==> src/rtl/regfile_display_scanner_if.sv <==
// Debug display port of the register file: the scanner drives the select,
// the register file answers combinationally with the selected word.
interface regfile_display_scanner_if;
  logic [4:0]  displaySelect;
  logic [31:0] displayData;

  modport master (output displaySelect, input  displayData);
  modport slave  (input  displaySelect, output displayData);
endinterface

==> src/rtl/regfile_display_scanner.sv <==
// Register file display scanner: manual/auto selection of a register, shown as
// 2 index digits + 4 value digits. Optional macro: REGFILE_DISPLAY_SKIP_ZERO_EN.

module rds_sync #(
  parameter int W      = 1,
  parameter int STAGES = 2
) (
  input  logic         clk,
  input  logic         rst,
  input  logic [W-1:0] d,
  output logic [W-1:0] q
);
  logic [STAGES-1:0][W-1:0] sync_q, sync_d;

  always_comb begin
    sync_d = {sync_q[STAGES-2:0], d};
  end

  always_ff @(posedge clk or posedge rst) begin
    if (rst) sync_q <= '0;
    else     sync_q <= sync_d;
  end

  assign q = sync_q[STAGES-1];
endmodule

module rds_seg_dec (
  input  logic [3:0] nib,
  output logic [6:0] seg
);
  always_comb begin
    seg = 7'b1000000;
    unique case (nib)
      4'h0: seg = 7'b1000000;
      4'h1: seg = 7'b1111001;
      4'h2: seg = 7'b0100100;
      4'h3: seg = 7'b0110000;
      4'h4: seg = 7'b0011001;
      4'h5: seg = 7'b0010010;
      4'h6: seg = 7'b0000010;
      4'h7: seg = 7'b1111000;
      4'h8: seg = 7'b0000000;
      4'h9: seg = 7'b0010000;
      4'hA: seg = 7'b0001000;
      4'hB: seg = 7'b0000011;
      4'hC: seg = 7'b1000110;
      4'hD: seg = 7'b0100001;
      4'hE: seg = 7'b0000110;
      4'hF: seg = 7'b0001110;
      default: seg = 7'b1000000;
    endcase
  end
endmodule

module regfile_display_scanner #(
  parameter int SCAN_DIV    = 50_000_000,
  parameter int SYNC_STAGES = 2
) (
  input  logic                               clk,
  input  logic                               rst,
  input  logic                               auto_mode,
  input  logic [4:0]                         sw_sel,
  input  logic                               btn_next,
  input  logic                               half_sel,
  input  logic                               freeze,
  regfile_display_scanner_if.master          rf,
  output logic [6:0]                         hex5,
  output logic [6:0]                         hex4,
  output logic [6:0]                         hex3,
  output logic [6:0]                         hex2,
  output logic [6:0]                         hex1,
  output logic [6:0]                         hex0,
  output logic                               half_led
);
  localparam int NUM_DIGITS = 6;
  localparam int CNT_W      = (SCAN_DIV > 2) ? $clog2(SCAN_DIV) : 1;
  localparam int ARM_W      = $clog2(SYNC_STAGES + 1);
  localparam logic [CNT_W-1:0] CNT_LAST = CNT_W'(SCAN_DIV - 1);
  localparam logic [ARM_W-1:0] ARM_LAST = ARM_W'(SYNC_STAGES);

  typedef enum logic {ST_MANUAL, ST_AUTO} state_e;

  state_e           state_q, state_d;
  logic [4:0]       idx_q, idx_d;
  logic             half_q, half_d;
  logic [CNT_W-1:0] cnt_q, cnt_d;
  logic [31:0]      data_q, data_d;
  logic             btn_dly_q, btn_dly_d;
  logic [ARM_W-1:0] arm_cnt_q, arm_cnt_d;
  logic             armed_q, armed_d;

  logic btn_s, auto_s, freeze_s, btn_pulse, arm_done;

  rds_sync #(.W(3), .STAGES(SYNC_STAGES)) u_sync (
    .clk (clk),
    .rst (rst),
    .d   ({btn_next, auto_mode, freeze}),
    .q   ({btn_s, auto_s, freeze_s})
  );

  // The chain comes out of reset at 0, which would look like a fresh press if the
  // button is held; pulses are only armed once a real released level is seen.
  assign arm_done  = (arm_cnt_q == ARM_LAST);
  assign btn_pulse = btn_s & ~btn_dly_q & armed_q;

  function automatic logic [4:0] fix_zero(input logic [4:0] i);
`ifdef REGFILE_DISPLAY_SKIP_ZERO_EN
    return (i == 5'd0) ? 5'd1 : i;
`else
    return i;
`endif
  endfunction

  always_comb begin
    state_d   = state_q;
    idx_d     = idx_q;
    half_d    = half_q;
    cnt_d     = cnt_q;
    data_d    = freeze_s ? data_q : rf.displayData;
    btn_dly_d = btn_s;
    arm_cnt_d = arm_done ? arm_cnt_q : arm_cnt_q + ARM_W'(1);
    armed_d   = armed_q | (arm_done & ~btn_s);
    unique case (state_q)
      ST_MANUAL: begin
        cnt_d = '0;
        if (auto_s) begin
          // mode change wins over a coincident button pulse
          state_d = ST_AUTO;
          half_d  = 1'b0;
          idx_d   = fix_zero(idx_q);
        end else begin
          if (btn_pulse) idx_d = fix_zero(sw_sel);
          half_d = half_sel;
        end
      end
      ST_AUTO: begin
        if (!auto_s) begin
          state_d = ST_MANUAL;
          cnt_d   = '0;
        end else if (cnt_q == CNT_LAST) begin
          cnt_d = '0;
          if (!half_q) begin
            half_d = 1'b1;
          end else begin
            half_d = 1'b0;
            idx_d  = fix_zero(idx_q + 5'd1);
          end
        end else begin
          cnt_d = cnt_q + CNT_W'(1);
        end
      end
      default: state_d = ST_MANUAL;
    endcase
  end

  always_ff @(posedge clk or posedge rst) begin
    if (rst) begin
      state_q   <= ST_MANUAL;
      idx_q     <= '0;
      half_q    <= 1'b0;
      cnt_q     <= '0;
      data_q    <= '0;
      btn_dly_q <= 1'b0;
      arm_cnt_q <= '0;
      armed_q   <= 1'b0;
    end else begin
      state_q   <= state_d;
      idx_q     <= idx_d;
      half_q    <= half_d;
      cnt_q     <= cnt_d;
      data_q    <= data_d;
      btn_dly_q <= btn_dly_d;
      arm_cnt_q <= arm_cnt_d;
      armed_q   <= armed_d;
    end
  end

  assign rf.displaySelect = idx_q;
  assign half_led         = half_q;

  logic [15:0]                      shown;
  logic [NUM_DIGITS-1:0][3:0]       nib;
  logic [NUM_DIGITS-1:0][6:0]       seg;

  assign shown = half_q ? data_q[31:16] : data_q[15:0];
  assign nib   = {{3'b000, idx_q[4]}, idx_q[3:0], shown};

  for (genvar g = 0; g < NUM_DIGITS; g++) begin : g_dig
    rds_seg_dec u_dec (.nib(nib[g]), .seg(seg[g]));
  end

  assign {hex5, hex4, hex3, hex2, hex1, hex0} = seg;
endmodule

==> src/flat_wrapper.sv <==
// flat-port wrapper written by rule: the top's interface ports become plain ports
module regfile_display_scanner_flat 
#(
  parameter int SCAN_DIV    = 50_000_000,
  parameter int SYNC_STAGES = 2
)
  (clk, rst, auto_mode, sw_sel, btn_next, half_sel, freeze, hex5, hex4, hex3, hex2, hex1, hex0, half_led, rf_displaySelect, rf_displayData);
  regfile_display_scanner_if rf_i ();
  input  logic clk;
  input  logic rst;
  input  logic auto_mode;
  input  logic [4:0] sw_sel;
  input  logic btn_next;
  input  logic half_sel;
  input  logic freeze;
  output logic [6:0] hex5;
  output logic [6:0] hex4;
  output logic [6:0] hex3;
  output logic [6:0] hex2;
  output logic [6:0] hex1;
  output logic [6:0] hex0;
  output logic half_led;
  output wire logic [$bits(rf_i.displaySelect)-1:0] rf_displaySelect;
  input wire logic [$bits(rf_i.displayData)-1:0] rf_displayData;
  assign rf_displaySelect = rf_i.displaySelect;
  assign rf_i.displayData = rf_displayData;
  regfile_display_scanner #(.SCAN_DIV(SCAN_DIV), .SYNC_STAGES(SYNC_STAGES)) u_core (.clk(clk), .rst(rst), .auto_mode(auto_mode), .sw_sel(sw_sel), .btn_next(btn_next), .half_sel(half_sel), .freeze(freeze), .rf(rf_i), .hex5(hex5), .hex4(hex4), .hex3(hex3), .hex2(hex2), .hex1(hex1), .hex0(hex0), .half_led(half_led));
endmodule
==> config.mk <==
export PLATFORM = sky130hd
export DESIGN_NAME = regfile_display_scanner_flat
export DESIGN_NICKNAME = d
export VERILOG_FILES = /design/src/rtl/regfile_display_scanner_if.sv /design/src/rtl/regfile_display_scanner.sv /design/src/flat_wrapper.sv
export SDC_FILE = /design/constraint.sdc
export NUM_CORES = 1
export LEC_CHECK = 0
export CORE_ASPECT_RATIO = 0.75
export CORE_MARGIN = 4
export CORE_UTILIZATION = 45
export DETAILED_ROUTE_END_ITERATION = 10
export PLACE_DENSITY = 0.8
export RECOVER_POWER = 50
export SLEW_MARGIN = 25
export SYNTH_ARGS = -nofsm -noshare
export SYNTH_HDL_FRONTEND = slang
export SYNTH_SLANG_ARGS = --single-unit
==> constraint.sdc <==
create_clock -name clk -period 2.8 [get_ports clk]
set_clock_uncertainty 0.2 [all_clocks]
set_input_delay 0.56 -clock clk [delete_from_list [all_inputs] [get_ports clk]]
set_output_delay 0.56 -clock clk [all_outputs]
set_load 0.02 [all_outputs]
### After elaboration in Yosys (flattened, before gate mapping)

Memories as Yosys holds them, arrays and structs flattened.
Cells that the tools add are included.

| storage, ports and cells | value |
|---|---|
| word-level logic and storage cells | 51 |
| memories | 6 |
| register bits after elaboration | 75 |
| ROM bits | 672 |

| operators by class | value |
|---|---|
| add/sub/neg operators | 3 |
| reductions and logical operators | 2 |
| bitwise logic cells | 7 |
| equality and inequality tests | 7 |
| multiplexer cells | 16 |

Memories:

| name | words | bits a word | read ports | clocked after Yosys merged registers in | write ports | line | source |
|---|---|---|---|---|---|---|---|
| (no name shown) | 16 | 7 | 1 | 0 | 0 | regfile_display_scanner.sv:33 | `unique case (nib)` |
| (no name shown) | 16 | 7 | 1 | 0 | 0 | regfile_display_scanner.sv:33 |  |
| (no name shown) | 16 | 7 | 1 | 0 | 0 | regfile_display_scanner.sv:33 |  |
| (no name shown) | 16 | 7 | 1 | 0 | 0 | regfile_display_scanner.sv:33 |  |
| (no name shown) | 16 | 7 | 1 | 0 | 0 | regfile_display_scanner.sv:33 |  |
| (no name shown) | 16 | 7 | 1 | 0 | 0 | regfile_display_scanner.sv:33 |  |

Operator list:

| operator | number |
|---|---|
| two-way mux 26 bit | 2 |
| one-hot mux 26 bit (2 select lines) | 1 |
| adder 26 x 1 -> 26 bit, second input constant | 1 |
| == test 26 bit, second input constant | 1 |
| two-way mux 5 bit | 5 |
| two-way mux 16 bit | 1 |
| one-hot mux 5 bit (2 select lines) | 1 |
| inequality test 2 bit, second input constant | 4 |
| adder 5 x 1 -> 5 bit, second input constant | 1 |
| two-way mux 1 bit | 5 |
| AND reduction 5 bit | 1 |
| AND 1 bit | 3 |
| NOT 1 bit | 3 |
| adder 2 x 1 -> 2 bit, second input constant | 1 |
| == test 2 bit, second input constant | 1 |
| inequality test 2 x 1 -> 1 bit, second input constant | 1 |
| one-hot mux 1 bit (2 select lines) | 1 |
| AND reduction 2 bit | 1 |
| OR 1 bit | 1 |

### Depth between registers and ports, before layout

Gate-level depths: netlist (run 1).

| logic depth | value |
|---|---|
| depth after elaboration | 6 |
| depth in mapped cells | 10 |
| depth with buffers taken out | 7 |

### Hierarchy

A second synthesis (run 1) with hierarchy kept.

| second synthesis, totals | value |
|---|---|
| cell total of the unflattened synthesis | 478 |
| area, all modules | 5088.6 sq um |

Modules (own cells, without submodules):

| module | cells each | instances | area each (sq um) | sequential area each (sq um) |
|---|---|---|---|---|
| regfile_display_scanner | 278 | 1 | 3284.4 | 1726.7 |
| rds_seg_dec at u_core.g_dig[1].u_dec ... | 32 | 5 | 275.3 | 0.0 |
| rds_seg_dec at u_core.g_dig[0].u_dec | 33 | 1 | 274.0 | 0.0 |
| rds_sync | 7 | 1 | 153.9 | 150.1 |

### Least setup slack after synthesis (run 1)

OpenSTA, ideal clock, no wires.

| path | value |
|---|---|
| path kind | register -> output |
| from | reg u_core.half_q (netlist: u_core.half_led) |
| to | out hex0[2] |
| cell stages (with the launch flop) | 8 |
| setup slack | -0.513 ns |
| arrival time | 2.553 ns |
| required time | 2.040 ns |
| path through | dfrtp_1 > clkbuf_1 > buf_2 > buf_2 > mux2i_1 > inv_1 > ha_1 > o31ai_1 |

| between the ends | value |
|---|---|
| longest elaborated chain between the ends | 2 |

RTL lines:

| element | line | source |
|---|---|---|
| start, declared | regfile_display_scanner.sv:85 | `logic half_q, half_d;` |
| start signal, assigned | regfile_display_scanner.sv:169 | `half_q <= half_d;` |
| two-way mux 16 bit | regfile_display_scanner.sv:185 | `assign shown = half_q ? data_q[31:16] : data_q[15:0];` |
| memory (16 x 7 bit) | n/a |  |
| end, declared | flat_wrapper.sv:21 | `output logic [6:0] hex0;` |

Every way passes these cells.

### Final worst setup path (run 1)

| path | value |
|---|---|
| from | reg u_core.half_q (netlist: u_core.half_led) |
| to | out hex3[3] |

| between the ends | value |
|---|---|
| longest elaborated chain between the ends | 2 |

RTL lines:

| element | line | source |
|---|---|---|
| two-way mux 16 bit | regfile_display_scanner.sv:185 |  |
| memory (16 x 7 bit) | n/a |  |
| end, declared | flat_wrapper.sv:18 | `output logic [6:0] hex3;` |

Every way passes these cells.

==> results of run 1 <==
[synth_stat cells (all sizes together) (2+ instances only)]
cell type  number  area [um^2]
mux2           37          417
mux2i          23          230
nor4            3         40.0
a32o            4         40.0
o21ai          13         65.1
dfrtp          75         1880
nand3b          2         15.0
and4bb          2         25.0
nor3            4         20.0
a31oi           2         12.5
nand2b          4         25.0
a22o            3         26.3
clkbuf          9         53.8
a211oi          6         45.0
a21oi          14         70.1
xor2           15          131
o22ai           7         43.8
xnor2          12          105
or2             2         12.5
mux4            3         67.6
nor2b           4         25.0
buf            15         95.1
and3            8         50.1
nand3          18         90.1
conb            2         7.51
inv            21         78.8
and2            5         31.3
or4b            3         33.8
ha             32          400
nand2          24         90.1
nor2           58          220
o32ai           2         17.5
nand4           8         50.1
[power breakdown]
group	switching, mW	internal [mW]	total (mW)
Combinational	0.740	0.761	1.50
Sequential	0.0626	1.15	1.21
Clock	0.434	0.827	1.26
[metrics by stage]
stage          cell area (um^2)  instances  power (mW)  worst slack, ps  setup TNS [ps]
5_1_grt                    7060        753        4.14             -210           -2780
4_1_cts                    6700        738        3.78             -217           -1530
2_1_floorplan              4730        454        1.86             5.12               0
3_3_place_gp               6010        702        2.35             -145           -1330
6_report                   7060        753        3.97             -156           -1110
3_5_place_dp               6010        702        2.38             -238           -2440
[metal layers]
layer  up-vias  routed length (um)  share of wire [%]  track usage (%)
li1       1901                   -                  -                -
met1      2051                5600                 41             25.6
met2       130                6940                 51             37.3
met3        30                 704                5.2             5.38
met4         0                 251                1.9             5.87
met5         -                   0                  0                0
[kinds of logic after synthesis]
family | synth area share [%]
simple gates | 16.4
flops | 40.6
mux | 15.4
compound gates | 8.68
buf+inv | 4.92
fa+ha+maj | 8.66
xor+xnor | 5.11
other cells | 0.162
[repair_timing]
| action | 4_1_cts | 5_1_grt |
|---|---|---|
| endpoints found under the setup margin | 34 | 32 |
| resized for setup | 223 | 75 |
| setup buffers | 19 | 18 |
| pin swaps | 16 | 21 |
| cloned | 1 | 0 |
[state kept, by name, indices dropped and copies added, names as in the netlist]
signal,cells
u_core.data_q,32
u_core.cnt_q,26
u_core.state_q,1
u_core.rf.displaySelect,5
u_core.half_led,1
u_core.u_sync.q,3
u_core.btn_dly_q,1
u_core.armed_q,1
u_core.u_sync.sync_d,3
u_core.arm_cnt_q,2
[worst max path at each step]
stage	to	slack, ps	cells past startpoint
6_report	hex3[3]	-160	6
3_5_place_dp	hex1[6]	-240	8
4_1_cts	hex2[3]	-220	8
3_3_place_gp	hex1[5]	-150	8
2_1_floorplan	hex1[2]	5	8
5_1_grt	hex3[3]	-210	6
[area by class of cell]
type / count / area share (%)
clock buffer: 12 / 3.63
tap: 132 / 2.34
sequential: 75 / 26.6
multi-input combinational: 334 / 43.0
inverter: 21 / 1.24
clock inverter: 4 / 1.03
timing repair buffer: 175 / 22.1
==> impl_metrics.env, run 1 <==
export IMPL_status="complete, but fails checks"
export IMPL_violations="capacitance limit, slew limit, setup timing"
export IMPL_drc=0
export IMPL_r2r_end="u_core.rf.displaySelect[3]"
export IMPL_arrival_ps=2200
export IMPL_crit_path_start_kind="register"
export IMPL_cts_root_buf="clkbuf_16"
export IMPL_r2r_start="u_core.cnt_q[10]"
export IMPL_synth_edf_count=0
export IMPL_antenna_found_initial=0
export IMPL_crit_path_max_incr_delay_ps=470
export IMPL_worst_path_max_delay_cell="mux4_2"
export IMPL_rr_worst_depth=5
export IMPL_avgSynthCellArea_um2=10.2
export IMPL_async_flop_share_pct=100
export IMPL_drtPass1Iterations=4
export IMPL_worstPathMaxFanout=7
export IMPL_power_leakage_nw=3.04
export IMPL_grt_max_degree=76
export IMPL_vias=4112
export IMPL_clk_latency_ps=330
export IMPL_drtAntennaViolNets=0
export IMPL_avgViaCountPerCell=5.46
export IMPL_grt_overflow_total=0
export IMPL_ys_seq_area_share_pct=40.6
export IMPL_cts_tree="built"
export IMPL_crit_type="register to output pin"
export IMPL_drive_above_1_share_pct=42.8
export IMPL_finalHoldViolations=0
export IMPL_synth_area_um2=4630
export IMPL_grt_usage_pct=20.9
export IMPL_hold_depth=0
export IMPL_mostFrequentLayoutCells="buf_4, dfrtp_1, nor2_1"
export IMPL_worst_slew_pin_transition_ps=1660
export IMPL_final_setup_viol_count=18
export IMPL_worstHoldEndpoint="u_core.u_sync.q[1]"
export IMPL_nFillCells=673
export IMPL_std_cell_rows=31
export IMPL_syn_inst=453
export IMPL_cp_top_family="multiplexers"
export IMPL_whs_ps=149
export IMPL_drt_wl_total_um=13500
export IMPL_path_cells="buf_12 > mux2i_4 > inv_2 > ha_1 > mux4_2 > buf_6"
export IMPL_dieArea_um2=12000
export IMPL_htree_levels=3
export IMPL_gp_congestion=0.840
export IMPL_ys_flop_type="dfrtp_1"
export IMPL_fin_util_pct=71.7
export IMPL_nets=691
export IMPL_layout_min_cycle_time_ps=2960
export IMPL_coreArea_um2=9850
export IMPL_critPathBufInv=3
export IMPL_worstHoldStart="u_core.u_sync.sync_d[4]"
export IMPL_grt_pass1_wl_um=20300
export IMPL_cts_buffers=9
export IMPL_clk_pin_slew_ps=60
export IMPL_first_iter_violations=310
export IMPL_seqCellArea_um2=1880
export IMPL_post_dp_hpwl_um=8260
export IMPL_maxCapViolCount=1
export IMPL_yosysUniqueCellTypes=55
export IMPL_maxSlewHeadroom_pct=-10.7
export IMPL_io_pins=91
export IMPL_fin_ws_ps=-156
export IMPL_ys_warn_count=0
export IMPL_die_w_um=125
export IMPL_rrSetupSlack_ps=330
export IMPL_syn_to_final_growth_pct=52.6
export IMPL_end_kind="output pin"
export IMPL_power_density_nw_per_um2=562
export IMPL_antenna_cells=0
export IMPL_worst_ep_required_time_ps=2040
export IMPL_cts_sinks=75
export IMPL_cts_hold_buf=0
export IMPL_final_common_cell="buf_4"
export IMPL_rsz0062_at_grt="yes"
export IMPL_cts_max_path_buffers=2
export IMPL_grt_pass1_vias=4207
export IMPL_initial_core_util_pct=47.0
export IMPL_report_final_slew_viol_count=76
export IMPL_crit_start="u_core.half_led"
export IMPL_multiInputGateArea_um2=3040
export IMPL_synth_seq_cells=75
export IMPL_max_freq_mhz=338
export IMPL_avgRoutedWirePerCell_um=17.9
export IMPL_period_share_pct=106
export IMPL_io_buffers=87
export IMPL_holdCritPathClass="register to register"
export IMPL_ir_drop_mv=0.378
export IMPL_die_y_um=95.8
Power figures use the tool's default switching activity.
==> run 2, diff against run 1 <==
--- a/config.mk
+++ b/config.mk
@@ -11,7 +11,7 @@
 export DETAILED_ROUTE_END_ITERATION = 10
 export PLACE_DENSITY = 0.8
 export RECOVER_POWER = 50
-export SLEW_MARGIN = 25
+export SLEW_MARGIN = 40
 export SYNTH_ARGS = -nofsm -noshare
 export SYNTH_HDL_FRONTEND = slang
 export SYNTH_SLANG_ARGS = --single-unit
==> results of run 2 <==
The final DEF is identical to that of run 1; final timing and power are the same.
